`src/rtl/imem_boot_ctrl.sv`:
```
// imem_boot_ctrl: boot loader that parses a framed UART byte stream
// (SYNC, CNT, (CNT+1) big-endian 32-bit words, XOR checksum), writes the
// words to instruction memory from address 0 and holds the CPU until a
// frame with a valid checksum has been loaded.
module imem_boot_ctrl #(
    parameter int          ADDR_W  = 6,
    parameter int          TIMEOUT = 50000,
    parameter logic [7:0]  SYNC    = 8'hA5
) (
    input  logic              clk,
    input  logic              reset,
    input  logic              rx_valid,
    input  logic [7:0]        rx_data,
    output logic              imem_we,
    output logic [ADDR_W-1:0] imem_addr,
    output logic [31:0]       imem_wdata,
    output logic              cpu_hold,
    output logic              pc_load,
    output logic              busy,
    output logic              load_done,
    output logic              load_error
);

    // Idle counter must be able to hold TIMEOUT (it steps once past
    // TIMEOUT-1 on the abort edge before being cleared in IDLE).
    localparam int TO_W = $clog2(TIMEOUT + 1);

    typedef enum logic [1:0] {
        S_IDLE,
        S_COUNT,
        S_DATA,
        S_CHECK
    } state_t;

    state_t              r_state;
    state_t              w_state_nxt;

    logic [TO_W-1:0]     r_idle;
    logic [ADDR_W-1:0]   r_cnt;
    logic [ADDR_W-1:0]   r_widx;
    logic [1:0]          r_bcnt;
    logic [23:0]         r_word;
    logic [7:0]          r_chk;

    logic                w_timeout;
    logic                w_cnt_bad;
    logic [15:0]         w_rx_ext;

    logic                w_start;
    logic                w_abort;
    logic                w_latch;
    logic                w_byte;
    logic                w_word_done;
    logic                w_good;

    assign w_rx_ext  = {8'd0, rx_data};

    // A CNT byte is too large when any bit at or above ADDR_W is set,
    // i.e. the frame would not fit into 2^ADDR_W words.
    assign w_cnt_bad = ((w_rx_ext >> ADDR_W) != 16'd0);

    // A byte arriving in the same cycle the counter expires wins over
    // the timeout, so a frame is never aborted while it is still moving.
    assign w_timeout = (r_state != S_IDLE) && !rx_valid &&
                       (r_idle == TO_W'(TIMEOUT - 1));

    // State register.
    always_ff @(posedge clk or negedge reset) begin
        if (!reset) begin
            r_state <= S_IDLE;
        end else begin
            r_state <= w_state_nxt;
        end
    end

    // Next-state decode and one-cycle action strobes for the datapath.
    always_comb begin
        w_state_nxt = r_state;
        w_start     = 1'b0;
        w_abort     = 1'b0;
        w_latch     = 1'b0;
        w_byte      = 1'b0;
        w_word_done = 1'b0;
        w_good      = 1'b0;
        case (r_state)
            S_IDLE: begin
                if (rx_valid && (rx_data == SYNC)) begin
                    w_start     = 1'b1;
                    w_state_nxt = S_COUNT;
                end
            end
            S_COUNT: begin
                if (w_timeout) begin
                    w_abort     = 1'b1;
                    w_state_nxt = S_IDLE;
                end else if (rx_valid) begin
                    if (w_cnt_bad) begin
                        w_abort     = 1'b1;
                        w_state_nxt = S_IDLE;
                    end else begin
                        w_latch     = 1'b1;
                        w_state_nxt = S_DATA;
                    end
                end
            end
            S_DATA: begin
                if (w_timeout) begin
                    w_abort     = 1'b1;
                    w_state_nxt = S_IDLE;
                end else if (rx_valid) begin
                    w_byte = 1'b1;
                    if (r_bcnt == 2'd3) begin
                        w_word_done = 1'b1;
                        if (r_widx == r_cnt) begin
                            w_state_nxt = S_CHECK;
                        end
                    end
                end
            end
            S_CHECK: begin
                if (w_timeout) begin
                    w_abort     = 1'b1;
                    w_state_nxt = S_IDLE;
                end else if (rx_valid) begin
                    w_state_nxt = S_IDLE;
                    if (rx_data == r_chk) begin
                        w_good = 1'b1;
                    end else begin
                        w_abort = 1'b1;
                    end
                end
            end
            default: begin
                w_state_nxt = S_IDLE;
            end
        endcase
    end

    // Status outputs: hold is set by SYNC and released only by a good
    // checksum; the error flag is sticky until the next SYNC.
    always_ff @(posedge clk or negedge reset) begin
        if (!reset) begin
            cpu_hold   <= 1'b0;
            load_error <= 1'b0;
            load_done  <= 1'b0;
            pc_load    <= 1'b0;
            busy       <= 1'b0;
            imem_we    <= 1'b0;
        end else begin
            if (w_start) begin
                cpu_hold <= 1'b1;
            end else if (w_good) begin
                cpu_hold <= 1'b0;
            end
            if (w_start) begin
                load_error <= 1'b0;
            end else if (w_abort) begin
                load_error <= 1'b1;
            end
            load_done <= w_good;
            pc_load   <= w_good;
            busy      <= (r_state != S_IDLE);
            imem_we   <= w_word_done;
        end
    end

    // IMEM write port: address and data are held between writes.
    always_ff @(posedge clk or negedge reset) begin
        if (!reset) begin
            imem_addr  <= '0;
            imem_wdata <= '0;
        end else if (w_word_done) begin
            imem_addr  <= r_widx;
            imem_wdata <= {r_word, rx_data};
        end
    end

    // Inter-byte idle counter; parked at zero while no frame is open.
    always_ff @(posedge clk or negedge reset) begin
        if (!reset) begin
            r_idle <= '0;
        end else if ((r_state == S_IDLE) || rx_valid) begin
            r_idle <= '0;
        end else begin
            r_idle <= r_idle + TO_W'(1);
        end
    end

    // Frame datapath: word count latch, byte assembly, word index, checksum.
    always_ff @(posedge clk or negedge reset) begin
        if (!reset) begin
            r_cnt  <= '0;
            r_widx <= '0;
            r_bcnt <= '0;
            r_word <= '0;
            r_chk  <= '0;
        end else begin
            if (w_start) begin
                r_widx <= '0;
                r_bcnt <= '0;
                r_word <= '0;
                r_chk  <= '0;
            end
            if (w_latch) begin
                r_cnt <= w_rx_ext[ADDR_W-1:0];
            end
            if (w_byte) begin
                r_word <= {r_word[15:0], rx_data};
                r_chk  <= r_chk ^ rx_data;
                r_bcnt <= r_bcnt + 2'd1;
                if (r_bcnt == 2'd3) begin
                    r_widx <= r_widx + ADDR_W'(1);
                end
            end
        end
    end

endmodule
```
`config.mk`:
```
export PLATFORM = sky130hd
export DESIGN_NAME = imem_boot_ctrl
export DESIGN_NICKNAME = d
export VERILOG_FILES = /design/src/rtl/imem_boot_ctrl.sv
export SDC_FILE = /design/constraint.sdc
export NUM_CORES = 1
export LEC_CHECK = 0
export CORE_MARGIN = 3
export CORE_UTILIZATION = 50
export CTS_BUF_LIST = sky130_fd_sc_hd__clkbuf_4 sky130_fd_sc_hd__clkbuf_8
export CTS_CLUSTER_SIZE = 10
export DETAILED_ROUTE_END_ITERATION = 12
export MAX_ROUTING_LAYER = met4
export PLACE_DENSITY_LB_ADDON = 0.2
export SYNTH_ARGS = -nofsm -noshare
export SYNTH_HDL_FRONTEND = slang
export SYNTH_SLANG_ARGS = --single-unit
```
`constraint.sdc`:
```
create_clock -name clk -period 1.5 [get_ports clk]
set_input_delay 0.45 -clock clk [delete_from_list [all_inputs] [get_ports clk]]
set_output_delay 0.45 -clock clk [all_outputs]
set_load 0.05 [all_outputs]
```
==> impl_summary.md <==
Status
The run finished with clean final reports.

Finish
The count of nets after finishing is around 550. From synthesis to final layout, the design area changed by 42.2%. Cells fill 74.4% of the core in the end.

In the layout the commonest cells are 123 x sky130_fd_sc_hd__nand2_1, 106 x sky130_fd_sc_hd__dfrtp_1, 51 x sky130_fd_sc_hd__buf_12, 49 x sky130_fd_sc_hd__buf_4, 22 x sky130_fd_sc_hd__nor2_1. The repair_antennas step left the layout with diodes totalling 0. The most common cell after layout, fill and taps aside is sky130_fd_sc_hd__nand2_1. Excluding fillers, the count of instances in the completed layout stands at 651. The post-route netlist has ~33% of its cells at a drive strength greater than 1.

The total non-filler cell area in the finished layout is 0.00658 sq mm.

Global routing
The first global-routing pass estimated 18.3 mm of wire. The initial antenna violation count is 0. For this run, the total global-route usage over all layers was measured as between 20% and 30%. Entering global routing, the biggest net connects 62 pins.

The via count of the first global-routing pass is 3690. The total overflow left after global routing is 0.

Critical path
Along the worst path, the maximum fanout reaches 4. The startpoint identified for the worst register-to-register timing path is r_idle[5]. The data arrival time of the worst path is 1.78 ns.

The cell with the largest stage delay on the worst path is sky130_fd_sc_hd__dlygate4sd2_1. The depth of the worst register-to-register path is 4. The critical path goes through dlygate4sd2_1, and4bb_1, and3b_4, o21a_4, buf_4, buf_16, a21oi_1.

The sort of element at the end of the critical path is a flip-flop. The endpoint identified for the worst register-to-register timing path is load_error. The required time at the worst-slack endpoint is 1.79 ns. The longest individual stage delay on the worst path is 0.24 ns.

The setup check on the worst reg-to-reg path leaves a slack of around 0.04 ns. The type of the worst setup path is input port to flip-flop. STA classifies the critical path startpoint as an input port.

STA
For the pin with the worst max-slew slack, the measured transition is 0.379 ns. Hold timing on the final database bottoms out at a slack of 0.0448 ns. Setup repair after global routing could not meet its margin everywhere. The total count of max-transition violations in the final report is 0.

The total count of hold-check failures in the final report was 0. Setup violations remaining at the end of the flow were counted as 0. The worst clock skew on the final layout is 0.0104 ns. The peak clock frequency supported by timing is 672 MHz. In the finished design, the share of the clock period the worst path needs comes to 99.1%. Headroom to the max-slew limit came out at 74.6%.

The sum of negative setup slack is 0 ns. The post-layout worst setup margin is about 0.013 ns. Counting I/O delays and the setup requirement, the final critical path takes 1.49 ns.

Clocking
The tree is rooted in a sky130_fd_sc_hd__clkbuf_8. The number of clock buffers added by TritonCTS is 9. The number of hold buffers added after CTS was 0. For this design, the sink count on the clock tree is between 100 and 150. The latest clock arrival within the worst-skew pair is around 0.37 ns. The CTS tree is yes. In this run the deepest clock path goes through 2 buffers. The count of H-tree levels built during CTS is 3. The clock-pin transition on the worst setup and hold timing paths is 0.10 ns.

Synthesis
Summing the sequential cell areas from Yosys gives 57.8% of the chip area. For this run, asynchronously set or reset flops after synthesis account for 100%. The number of flip-flops and latches in the synthesized netlist is 107. Synthesis produced a netlist with a net count of 445. The commonest register cell after synthesis is sky130_fd_sc_hd__dfrtp_1. The number of instances in the synthesized netlist is 431. The number of distinct library cell variants in the gate-level netlist after synthesis is 45. The count of warnings emitted by yosys is 0. The synthesized netlist occupies a cell area of 0.00463 sq mm. The synthesized design contains 0 enable-type register cells. The synthesized area per cell is 10.7 sq um.

Power and ir drop
The overall power is 5.45 mW. Dividing total power by cell area gives a power density of 827 mW/mm^2. IR analysis of the VDD net gives a maximum drop of 0.642 mV. The static power due to leakage is 3.11 nW.

Floorplan
In this run the core area contains 34 standard-cell rows. The I/O pin total is 55. The core region is 0.00885 sq mm. For this configuration, the core starts out at a cell density of between 50% and 60%. The die is 102 um wide. The full die area is 0.0105 sq mm. Measured along the y axis, the die boundary spans around 100 um.

Routing
The length of the first detailed-routing pass in iterations is 4. The mean routed wirelength per cell is 17.1 um. Dividing the detail-routed via count by the number of cells gives 5.53. Detailed routing inserted a total of between 3000 and 4000 vias. The count of nets left with antenna violations once routing finished came out at 0. For this block, the initial DRC count from the detailed router was between 150 and 200. The detailed-route wire length is between 10 and 15 mm. In the routed design, unresolved DRC markers number 0.

Place
The post-placement worst setup slack is -0.673 ns. The detailed placer's ending HPWL is 7.31 mm. After detailed placement, the total cell area comes to 0.00604 sq mm. The instance count after placement with tap cells included is 619. The global placer's final weighted congestion is 0.801. Input and output buffers added on the ports amount to 54.

Hold path
The class of the tightest hold or removal check is input port to async pin.

Job
Across the run, the number of max-cap violations was 0.
logic make-up after synthesis:
family	count (synthesis)	share of synthesized area, %
AO/OA/AOI/OAI	59	11.4
XOR/XNOR	27	5.11
adder cells (fa/ha/maj)	3	0.811
buffers and inverters	28	3.57
flip-flops	107	57.8
multiplexers	8	1.89
AND/OR/NAND/NOR	199	19.4
where the power goes:
group          internal (mW)  leakage [nW]  switching (mW)
sequential              2.99          1.48           0.131
combinational          0.268          1.54           0.249
clock                  0.818        0.0987           0.991
how the worst max path moves through the flow:
stage,from,to,slack (ns),depth (start not counted)
6_report,rx_data[2],r_bcnt[0],0.01,7
5_1_grt,r_state[1],r_widx[5],-0.05,6
4_1_cts,r_idle[0],r_idle[15],0.001,5
3_5_place_dp,rx_data[7],r_word[6],-0.67,5
3_3_place_gp,rx_data[7],r_word[23],-0.62,5
2_1_floorplan,rx_data[6],r_cnt[0],0.01,5
state kept, by name (all words and copies together) (netlist names), 2 cells and up:
name        count
r_chk           8
imem_wdata     32
imem_addr       6
r_idle         16
r_bcnt          2
r_state         2
r_widx          6
r_cnt           6
r_word         24
layer usage:
metal | routed length [um] | GRT usage, % | part of all wire, %
met1 | 4820 | 30.4 | 43
met5 | 0 | - | 0
met4 | 240 | 7.16 | 2.2
met2 | 5500 | 36.6 | 50
met3 | 544 | 5.60 | 4.9
worst max-delay path, delay by kind of cell:
kind	cells	cell delay, ns
buffers and inverters	3	0.51
and+or+nand+nor	2	0.44
AOI/OAI and AO/OA	2	0.38
synthesized netlist by cell type (2+ instances only):
master,number,area [sq um]
sky130_fd_sc_hd__mux2_2,6,67.6
sky130_fd_sc_hd__nor2b_1,2,12.5
sky130_fd_sc_hd__clkbuf_1,5,18.8
sky130_fd_sc_hd__nor4_1,6,37.5
sky130_fd_sc_hd__xnor2_1,21,184
sky130_fd_sc_hd__mux2i_1,2,20.0
sky130_fd_sc_hd__buf_6,5,56.3
sky130_fd_sc_hd__nand3_1,9,45.0
sky130_fd_sc_hd__or3_1,2,12.5
sky130_fd_sc_hd__a31oi_1,2,12.5
sky130_fd_sc_hd__a31oi_4,3,63.8
sky130_fd_sc_hd__a22o_2,17,170
sky130_fd_sc_hd__a31oi_2,5,62.6
sky130_fd_sc_hd__o21ai_0,5,25.0
sky130_fd_sc_hd__dfrtp_1,107,2680
sky130_fd_sc_hd__buf_4,3,22.5
sky130_fd_sc_hd__nor2_1,22,82.6
sky130_fd_sc_hd__nand2_1,123,462
sky130_fd_sc_hd__buf_2,9,45.0
sky130_fd_sc_hd__ha_1,3,37.5
sky130_fd_sc_hd__a21oi_1,14,70.1
sky130_fd_sc_hd__nor3_1,6,30.0
sky130_fd_sc_hd__nand4_1,8,50.1
sky130_fd_sc_hd__a22o_1,8,70.1
sky130_fd_sc_hd__nand2b_1,9,56.3
sky130_fd_sc_hd__xor2_1,6,52.6
sky130_fd_sc_hd__inv_1,5,18.8
timing repair:
item	CTS	global route
setup buffers	7	7
cloned	2	1
pin swaps	6	6
resized for setup	21	26
endpoints found under the setup margin	86	85
layout make-up:
type,instances,area [sq um]
sequential,107,2680
fill,584,2260
multi-input combinational,298,1980
timing repair buffer,116,1560
clock buffer,10,138
tap,108,135
clock inverter,6,63.8
inverter,6,25.0
Power figures use the tool's default switching activity.
